## src/rtl/sdes_round_sequencer_if.sv

```systemverilog
// Block-level handshake bundle between the host and the S-DES round sequencer.
// Both directions are valid/ready: a transfer happens on a rising edge where valid and ready are both high.
interface sdes_round_sequencer_if;
    logic       in_valid;
    logic       in_ready;
    logic [0:7] in_block;
    logic [0:9] in_key;
    logic       in_decrypt;
    logic       out_valid;
    logic       out_ready;
    logic [0:7] out_block;
    logic       busy;

    modport slave (
        input  in_valid, in_block, in_key, in_decrypt, out_ready,
        output in_ready, out_valid, out_block, busy
    );

    modport master (
        output in_valid, in_block, in_key, in_decrypt, out_ready,
        input  in_ready, out_valid, out_block, busy
    );
endinterface

```

## src/rtl/sdes_round_sequencer.sv

```systemverilog
// Sequences one 8-bit block through key schedule, IP, fk, swap, fk and IP^-1, one register stage per step.
// Bit 0 of every vector is S-DES bit 1, so permutation tables map directly onto ascending indices.
module sdes_round_sequencer (
    input  logic                          clk,
    input  logic                          rst,
    sdes_round_sequencer_if.slave         bus,
    output logic [2:0]                    dbg_state
);
    typedef enum logic [2:0] {
        S_IDLE, S_KEYGEN, S_IPERM, S_RND1, S_SWAP, S_RND2, S_FPERM, S_DONE
    } state_t;

    localparam logic [1:0] s0_tbl [16] = '{2'd1, 2'd0, 2'd3, 2'd2,  2'd3, 2'd2, 2'd1, 2'd0,
                                           2'd0, 2'd2, 2'd1, 2'd3,  2'd3, 2'd1, 2'd3, 2'd2};
    localparam logic [1:0] s1_tbl [16] = '{2'd0, 2'd1, 2'd2, 2'd3,  2'd2, 2'd0, 2'd1, 2'd3,
                                           2'd3, 2'd0, 2'd1, 2'd0,  2'd2, 2'd1, 2'd0, 2'd3};

    function automatic logic [0:9] p10(input logic [0:9] k);
        return {k[2], k[4], k[1], k[6], k[3], k[9], k[0], k[8], k[7], k[5]};
    endfunction

    function automatic logic [0:7] p8(input logic [0:9] k);
        return {k[5], k[2], k[6], k[3], k[7], k[4], k[9], k[8]};
    endfunction

    function automatic logic [0:7] ip(input logic [0:7] d);
        return {d[1], d[5], d[2], d[0], d[3], d[7], d[4], d[6]};
    endfunction

    function automatic logic [0:7] ip_inv(input logic [0:7] d);
        return {d[3], d[0], d[2], d[4], d[6], d[1], d[7], d[5]};
    endfunction

    function automatic logic [0:4] rol1(input logic [0:4] h);
        return {h[1:4], h[0]};
    endfunction

    // Row comes from the outer nibble bits, column from the inner pair.
    function automatic logic [0:7] fk(input logic [0:7] d, input logic [0:7] k);
        logic [0:7] t;
        logic [1:0] s0;
        logic [1:0] s1;
        logic [0:3] sb;
        logic [0:3] p;
        t  = {d[7], d[4], d[5], d[6], d[5], d[6], d[7], d[4]} ^ k;
        s0 = s0_tbl[{t[0], t[3], t[1], t[2]}];
        s1 = s1_tbl[{t[4], t[7], t[5], t[6]}];
        sb = {s0, s1};
        p  = {sb[1], sb[3], sb[2], sb[0]};
        return {d[0:3] ^ p, d[4:7]};
    endfunction

    state_t     state;
    state_t     state_nx;
    logic [0:7] data_q;
    logic [0:7] out_q;
    logic [0:7] ka_q;
    logic [0:7] kb_q;
    logic [0:9] key_q;
    logic       dec_q;
    logic [0:9] key_p;
    logic [0:4] l1;
    logic [0:4] r1;
    logic [0:7] k1;
    logic [0:7] k2;

    always_comb begin
        key_p = p10(key_q);
        l1    = rol1(key_p[0:4]);
        r1    = rol1(key_p[5:9]);
        k1    = p8({l1, r1});
        k2    = p8({rol1(rol1(l1)), rol1(rol1(r1))});
    end

    always_comb begin
        state_nx = state;
        case (state)
            S_IDLE:   if (bus.in_valid) state_nx = S_KEYGEN;
            S_KEYGEN: state_nx = S_IPERM;
            S_IPERM:  state_nx = S_RND1;
            S_RND1:   state_nx = S_SWAP;
            S_SWAP:   state_nx = S_RND2;
            S_RND2:   state_nx = S_FPERM;
            S_FPERM:  state_nx = S_DONE;
            S_DONE:   if (bus.out_ready) state_nx = S_IDLE;
            default:  state_nx = S_IDLE;
        endcase
    end

    always_ff @(posedge clk) begin
        if (rst) begin
            state  <= S_IDLE;
            data_q <= '0;
            out_q  <= '0;
            ka_q   <= '0;
            kb_q   <= '0;
            key_q  <= '0;
            dec_q  <= 1'b0;
        end else begin
            state <= state_nx;
            case (state)
                S_IDLE: if (bus.in_valid) begin
                    data_q <= bus.in_block;
                    key_q  <= bus.in_key;
                    dec_q  <= bus.in_decrypt;
                end
                S_KEYGEN: begin
                    ka_q <= dec_q ? k2 : k1;
                    kb_q <= dec_q ? k1 : k2;
                end
                S_IPERM: data_q <= ip(data_q);
                S_RND1:  data_q <= fk(data_q, ka_q);
                S_SWAP:  data_q <= {data_q[4:7], data_q[0:3]};
                S_RND2:  data_q <= fk(data_q, kb_q);
                S_FPERM: out_q  <= ip_inv(data_q);
                default: ;
            endcase
        end
    end

    assign bus.in_ready  = (state == S_IDLE);
    assign bus.busy      = (state != S_IDLE);
    assign bus.out_valid = (state == S_DONE);
    assign bus.out_block = out_q;
    assign dbg_state     = state;
endmodule

```

## src/flat_wrapper.sv

```systemverilog
// flat-port wrapper written by rule: the top's interface ports become plain ports
module sdes_round_sequencer_flat 
  (clk, rst, dbg_state, bus_in_valid, bus_in_block, bus_in_key, bus_in_decrypt, bus_out_ready, bus_in_ready, bus_out_valid, bus_out_block, bus_busy);
  sdes_round_sequencer_if bus_i ();
  input  logic clk;
  input  logic rst;
  output logic [2:0] dbg_state;
  input wire logic [$bits(bus_i.in_valid)-1:0] bus_in_valid;
  input wire logic [$bits(bus_i.in_block)-1:0] bus_in_block;
  input wire logic [$bits(bus_i.in_key)-1:0] bus_in_key;
  input wire logic [$bits(bus_i.in_decrypt)-1:0] bus_in_decrypt;
  input wire logic [$bits(bus_i.out_ready)-1:0] bus_out_ready;
  output wire logic [$bits(bus_i.in_ready)-1:0] bus_in_ready;
  output wire logic [$bits(bus_i.out_valid)-1:0] bus_out_valid;
  output wire logic [$bits(bus_i.out_block)-1:0] bus_out_block;
  output wire logic [$bits(bus_i.busy)-1:0] bus_busy;
  assign bus_i.in_valid = bus_in_valid;
  assign bus_i.in_block = bus_in_block;
  assign bus_i.in_key = bus_in_key;
  assign bus_i.in_decrypt = bus_in_decrypt;
  assign bus_i.out_ready = bus_out_ready;
  assign bus_in_ready = bus_i.in_ready;
  assign bus_out_valid = bus_i.out_valid;
  assign bus_out_block = bus_i.out_block;
  assign bus_busy = bus_i.busy;
  sdes_round_sequencer u_core (.clk(clk), .rst(rst), .bus(bus_i), .dbg_state(dbg_state));
endmodule
```

## config.mk

```make
export PLATFORM = sky130hd
export DESIGN_NAME = sdes_round_sequencer_flat
export DESIGN_NICKNAME = d
export VERILOG_FILES = /design/src/rtl/sdes_round_sequencer_if.sv /design/src/rtl/sdes_round_sequencer.sv /design/src/flat_wrapper.sv
export SDC_FILE = /design/constraint.sdc
export NUM_CORES = 1
export LEC_CHECK = 0
export BUFFER_PORTS_ARGS = -buffer_cell sky130_fd_sc_hd__buf_2
export CAP_MARGIN = 0
export CORE_UTILIZATION = 30
export DETAILED_ROUTE_END_ITERATION = 12
export GPL_TIMING_DRIVEN = 0
export PLACE_DENSITY = 0.57
export SYNTH_ARGS = -nofsm -noshare
export SYNTH_HDL_FRONTEND = slang
export SYNTH_SLANG_ARGS = --single-unit
```

## constraint.sdc

```tcl
create_clock -name clk -period 2.3 [get_ports clk]
set_input_delay 0.115 -clock clk [delete_from_list [all_inputs] [get_ports clk]]
set_output_delay 0.115 -clock clk [all_outputs]
set_load 0.05 [all_outputs]
```

==> impl_metrics.json, run 1 <==
{
  "gp_congestion": 0.7908,
  "synthTopCellsByArea": "dfxtp_1 (35%), a21oi_1 (7.1%), nor2_1 (6.7%)",
  "drive_gt1_frac": 0.1885,
  "port_buffers": 36,
  "first_pass_iters": 4,
  "grt_pass1_vias": 2132,
  "postCtsSetupBuffers": 0,
  "root_buffer": "clkbuf_8",
  "p_leak_uw": 0.001295,
  "synthCells": 322,
  "insertion_delay_ns": 0.31,
  "antenna_found_initial": 0,
  "hold_buffers": 0,
  "synth_top_area_share": 0.3511,
  "n_antenna_cell": 0,
  "syn-cell-area_um2": 2623,
  "skew_ns": 0.01164,
  "num_vias": 2278,
  "final_nets": 390,
  "hold_start": "bus_in_key[0]",
  "fin_crit_sh": 0.9315,
  "core_um2": 8341,
  "tightest_slew_ns": 0.6183,
  "drc": 0,
  "setup.worst_path.start": "u_core.data_q[7]",
  "drt_iter0_drc": 166,
  "grtUsageTotal": 0.1469,
  "criticalPathCategory": "reg -> reg",
  "relSlewSlack": 0.5841,
  "cts_buffer_depth": 2,
  "seq_area_um2": 920.9,
  "fin_crit_ns": 2.142,
  "fin_util": 0.3666,
  "grt_max_degree": 17,
  "crit_chain": "buf_6 -> xor2_1 -> inv_1 -> ha_1 -> mux2i_1 -> nor2_1 -> a2111oi_1 -> or3_1",
  "wl_per_cell_um": 13.24,
  "grt_pass1_wl_mm": 10.34,
  "grt_overflow": 0,
  "cts_tree": "built",
  "syn2layout_area_growth_pct": 16.60,
  "start_kind": "flop",
  "pin_count": 37,
  "fp-row-count": 33,
  "ys_types": 48,
  "multiInputGateArea_um2": 1536,
  "outcome": "complete, no violations",
  "finalSetupViolations": 0,
  "fill_cells": 896,
  "slowest_delay_ns": 0.46,
  "wirelength_mm": 6.236,
  "initial_utilization": 0.3144,
  "syn_nets": 347,
  "cts.sinks": 46,
  "final_hold_viol_count": 0,
  "drv_cap": 0,
  "synth_edf_count": 0,
  "synth_seq_area_share": 0.3511,
  "hpwl_mm": 4.742,
  "worst-path-max-fanout": 9,
  "ctsResizeCount": 0,
  "postRouteAntennaNets": 0,
  "hold_class": "in -> reg",
  "synth_ff_type": "dfxtp_1",
  "max_freq_mhz": 466.8,
  "required_ns": 2.56,
  "rsz0062_at_grt": "no",
  "numCtsBuffers": 5,
  "die_w_um": 95.50,
  "slowest_stage": "a2111oi_1",
  "finalSetupTns_ns": 0,
  "chipHeight_um": 95.50,
  "syn_area_per_cell_um2": 8.144,
  "clk_pin_slew_ns": 0.10,
  "ys_warn_count": 0,
  "synth_area_leader_cell": "dfxtp_1",
  "cp-end-kind": "flop",
  "cts_max_level": 2,
  "rr_startpoint": "u_core.data_q[7]",
  "cp_data_arrival_time_ns": 2.41,
  "maxSlewViolCount": 0,
  "vias_per_cell": 4.837,
  "synth-seq-cells": 46,
  "p_per_area_nw_per_um2": 751.8,
  "ir_drop_mv": 0.3460,
  "async_flop_share": 0,
  "die_area_um2": 9119
}
where the power goes:
group          internal, uW  switching, uW  total, uW
registers               864           64.6        929
clock network           332            317        650
logic                   299            422        721
sequential cells by signal (all words and copies together) (netlist names):
| signal | flops |
|---|---|
| u_core.key_q | 10 |
| u_core.data_q | 8 |
| u_core.kb_q | 8 |
| u_core.dbg_state | 3 |
| u_core.dec_q | 1 |
| u_core.ka_q | 8 |
| u_core.bus.out_block | 8 |
final cells by class:
class | instances | share of cell area
buffer | 24 | 0.04419
clock buffer | 5 | 0.02250
clock inverter | 3 | 0.01555
inverter | 10 | 0.01227
multi-input combinational | 242 | 0.5025
sequential | 46 | 0.3011
tap | 105 | 0.04296
timing repair buffer | 36 | 0.05892
metrics by stage:
step / setup WS, ns / power (uW) / cells / hold slack (ns) / area [um2]
after floorplan: 0.2216 / 1501 / 322 / 0.2510 / 2628
after global placement: 0.2136 / 1654 / 463 / 0.3551 / 2939
after detailed placement: 0.1683 / 1668 / 463 / 0.3606 / 2939
after CTS: 0.07310 / 2323 / 471 / 0.01989 / 3055
after global routing: 0.04426 / 2434 / 471 / 0.02767 / 3058
final: 0.1576 / 2299 / 471 / 0.02902 / 3058
cell usage in the layout (no fill, tap or decap), types with 9 or more instances in the layout:
master	count
mux2i_1	17
xnor2_1	9
nand2_1	33
clkbuf_1	11
a211oi_1	20
nor2_1	47
buf_2	41
dfxtp_1	46
a21oi_1	37
xor2_1	11
inv_1	10
final timing paths:
check                                        end  slack (ns)  cells after the start
worst min-delay path             u_core.key_q[9]        0.03                      3
worst max register to register  u_core.data_q[2]        0.16                      8
worst max-delay path            u_core.data_q[2]        0.16                      8
worst min register to register   u_core.key_q[4]        0.48                      2
per-layer routing:
layer | track usage | vias up | share of wire
met5 | 0 | - | 0
met4 | 0.04851 | 0 | 0.0091
met3 | 0.02711 | 5 | 0.048
met2 | 0.2375 | 47 | 0.46
met1 | 0.1960 | 1032 | 0.48
li1 | - | 1194 | -
cell families (layout without fill, tap and decap cells):
family / Yosys count / after routing / synth area share
buffers and inverters: 34 / 78 / 0.06536
xor gates and xnor gates: 23 / 23 / 0.09399
and+or+nand+nor: 111 / 111 / 0.1918
DFF: 46 / 46 / 0.3511
muxes: 18 / 18 / 0.07061
adders and majority gates: 2 / 2 / 0.009540
AOI/OAI and AO/OA: 88 / 88 / 0.2176
critical path: cells and delay by family (launching register included):
kind / cells / cell delay (ns)
fa+ha+maj: 1 / 0.27
mux: 1 / 0.28
flops: 1 / 0.34
buf+inv: 2 / 0.24
xor+xnor: 1 / 0.28
simple gates: 2 / 0.23
compound gates: 1 / 0.46
Yosys cell counts, drive strengths merged, types with 8 or more instances:
| master | count |
|---|---|
| buf | 12 |
| clkbuf | 12 |
| o21ai | 8 |
| mux2i | 17 |
| dfxtp | 46 |
| nand2 | 33 |
| a21oi | 39 |
| xor2 | 12 |
| xnor2 | 11 |
| a211oi | 21 |
| nor2 | 48 |
| inv | 10 |
Note: power is estimated with default switching activity, not from simulation.
==> inputs of run 2 (changes only) <==
--- a/config.mk
+++ b/config.mk
@@ -9,8 +9,8 @@
 export CAP_MARGIN = 0
 export CORE_UTILIZATION = 30
 export DETAILED_ROUTE_END_ITERATION = 12
-export GPL_TIMING_DRIVEN = 0
 export PLACE_DENSITY = 0.57
+export SLEW_MARGIN = 20
 export SYNTH_ARGS = -nofsm -noshare
 export SYNTH_HDL_FRONTEND = slang
 export SYNTH_SLANG_ARGS = --single-unit
==> constraint.sdc (replaced) <==
create_clock -name clk -period 2.2 [get_ports clk]
set_input_delay 0.11 -clock clk [delete_from_list [all_inputs] [get_ports clk]]
set_output_delay 0.11 -clock clk [all_outputs]
set_load 0.05 [all_outputs]
==> impl_metrics.json, run 2 (same netlist as run 1, synthesis figures left out) <==
{
  "hold_path_end": "u_core.key_q[3]",
  "largest_reg_flops": 10,
  "p_leak_uw": 0.001261,
  "first_pass_iters": 4,
  "fin_crit_sh": 0.9098,
  "hold_slack_ns": 0.02995,
  "rsz0062_at_grt": "no",
  "hold_class": "in -> reg",
  "total_power_uw": 2252,
  "insertion_delay_ns": 0.30,
  "worst-path-max-fanout": 5,
  "fp-row-count": 33,
  "pin_count": 37,
  "p_per_area_nw_per_um2": 753.7,
  "cp_data_arrival_time_ns": 2.20,
  "reg2reg_setup_slack_ns": 0.20,
  "antenna_found_initial": 0,
  "skew_ns": 0.003996,
  "hold_start": "bus_in_key[6]",
  "r2r-end": "u_core.data_q[2]",
  "grt_pass1_vias": 2100,
  "ir_drop_mv": 0.2659,
  "fin_crit_ns": 2.001,
  "final_nets": 378,
  "gp_congestion": 0.8068,
  "port_buffers": 36,
  "relSlewSlack": 0.5185,
  "chipHeight_um": 95.50,
  "maxSlewViolCount": 0,
  "die_area_um2": 9119,
  "drive_gt1_frac": 0.1949,
  "postRouteAntennaNets": 0,
  "grtUsageTotal": 0.1473,
  "seq_area_um2": 920.9,
  "criticalPathCategory": "reg -> reg",
  "wl_per_cell_um": 13.09,
  "required_ns": 2.40,
  "numCtsBuffers": 5,
  "initial_utilization": 0.3144,
  "fill_cells": 893,
  "outcome": "complete, no violations",
  "grt_overflow": 0,
  "postCtsSetupBuffers": 0,
  "multiInputGateArea_um2": 1535,
  "layout_commonest_cell": "nor2_1",
  "die_w_um": 95.50,
  "root_buffer": "clkbuf_8",
  "grt_pass1_wl_mm": 10.27,
  "vias_per_cell": 4.871,
  "drv_cap": 0,
  "grt_max_degree": 33,
  "tightest_slew_ns": 0.7212,
  "cp-end-kind": "flop",
  "hpwl_mm": 4.551,
  "cts_buffer_depth": 2,
  "final_cell_mix": "nor2_1 (47), dfxtp_1 (46), a21oi_1 (37)",
  "syn2layout_area_growth_pct": 13.93,
  "finalWorstSetupSlack_ns": 0.1985,
  "cts_max_level": 2,
  "core_um2": 8341,
  "holdPathStages": 3,
  "start_kind": "flop",
  "ctsResizeCount": 0,
  "cts_tree": "built",
  "drc": 0,
  "clk_pin_slew_ns": 0.09,
  "top_register": "u_core.key_q",
  "wirelength_mm": 6.008,
  "finalSetupViolations": 0,
  "r2r_cells": 7,
  "n_antenna_cell": 0,
  "cts.sinks": 46,
  "finalSetupTns_ns": 0,
  "post-place-ws_ns": 0.1929,
  "fin_util": 0.3582,
  "max_freq_mhz": 499.6,
  "final_hold_viol_count": 0,
  "rr_startpoint": "u_core.data_q[6]",
  "num_vias": 2236,
  "drt_iter0_drc": 89,
  "hold_buffers": 0
}
==> run 2: cell types whose count changed in the layout (fill, tap and decap cells not counted), sizes merged <==
cell	delta
clkbuf	-12
clkinvlp	+2
bufinv	-1
inv	-1
==> run 2: routing by layer <==
metal | up-vias | GRT usage | part of all wire
li1 | 1181 | - | -
met1 | 1004 | 0.2020 | 0.50
met2 | 46 | 0.2304 | 0.45
met3 | 5 | 0.03110 | 0.043
met4 | 0 | 0.04478 | 0.0098
met5 | - | 0 | 0
==> run 2: area by class of cell <==
| type | count | share of cell area |
|---|---|---|
| sequential | 46 | 0.3082 |
| clock inverter | 3 | 0.007956 |
| multi-input combinational | 242 | 0.5138 |
| inverter | 10 | 0.01256 |
| clock buffer | 5 | 0.02303 |
| timing repair buffer | 48 | 0.09045 |
| tap | 105 | 0.04397 |
==> run 2: power breakdown <==
group          switching (uW)  internal, uW  total, uW
Combinational             399           306        706
Clock                     320           228        548
Sequential               95.1           903        998
==> run 2: worst max-delay path by stage <==
stage                        start          endpoint  slack, ns  depth (start not counted)
2_1_floorplan  u_core.dbg_state[1]      u_core.dec_q       0.12                          6
3_3_place_gp      u_core.data_q[6]  u_core.data_q[2]       0.28                          8
3_5_place_dp      u_core.data_q[6]  u_core.data_q[2]       0.19                          7
4_1_cts           u_core.data_q[6]  u_core.data_q[2]       0.18                          7
5_1_grt           u_core.data_q[6]  u_core.data_q[2]       0.08                          8
6_report          u_core.data_q[6]  u_core.data_q[2]       0.20                          7
==> run 2: metrics by stage <==
step           cell area, um2  instances
5_1_grt                  2988        459
6_report                 2988        459
3_5_place_dp             2895        451
4_1_cts                  2988        459
2_1_floorplan            2628        322
3_3_place_gp             2895        451
==> run 2: critical path: stages, from the launching register on <==
cell	delay, ns
dfxtp_1	0.43
xor2_1	0.28
inv_1	0.08
ha_1	0.29
mux2i_1	0.23
a2bb2o_4	0.17
a21oi_2	0.04
or3_1	0.37
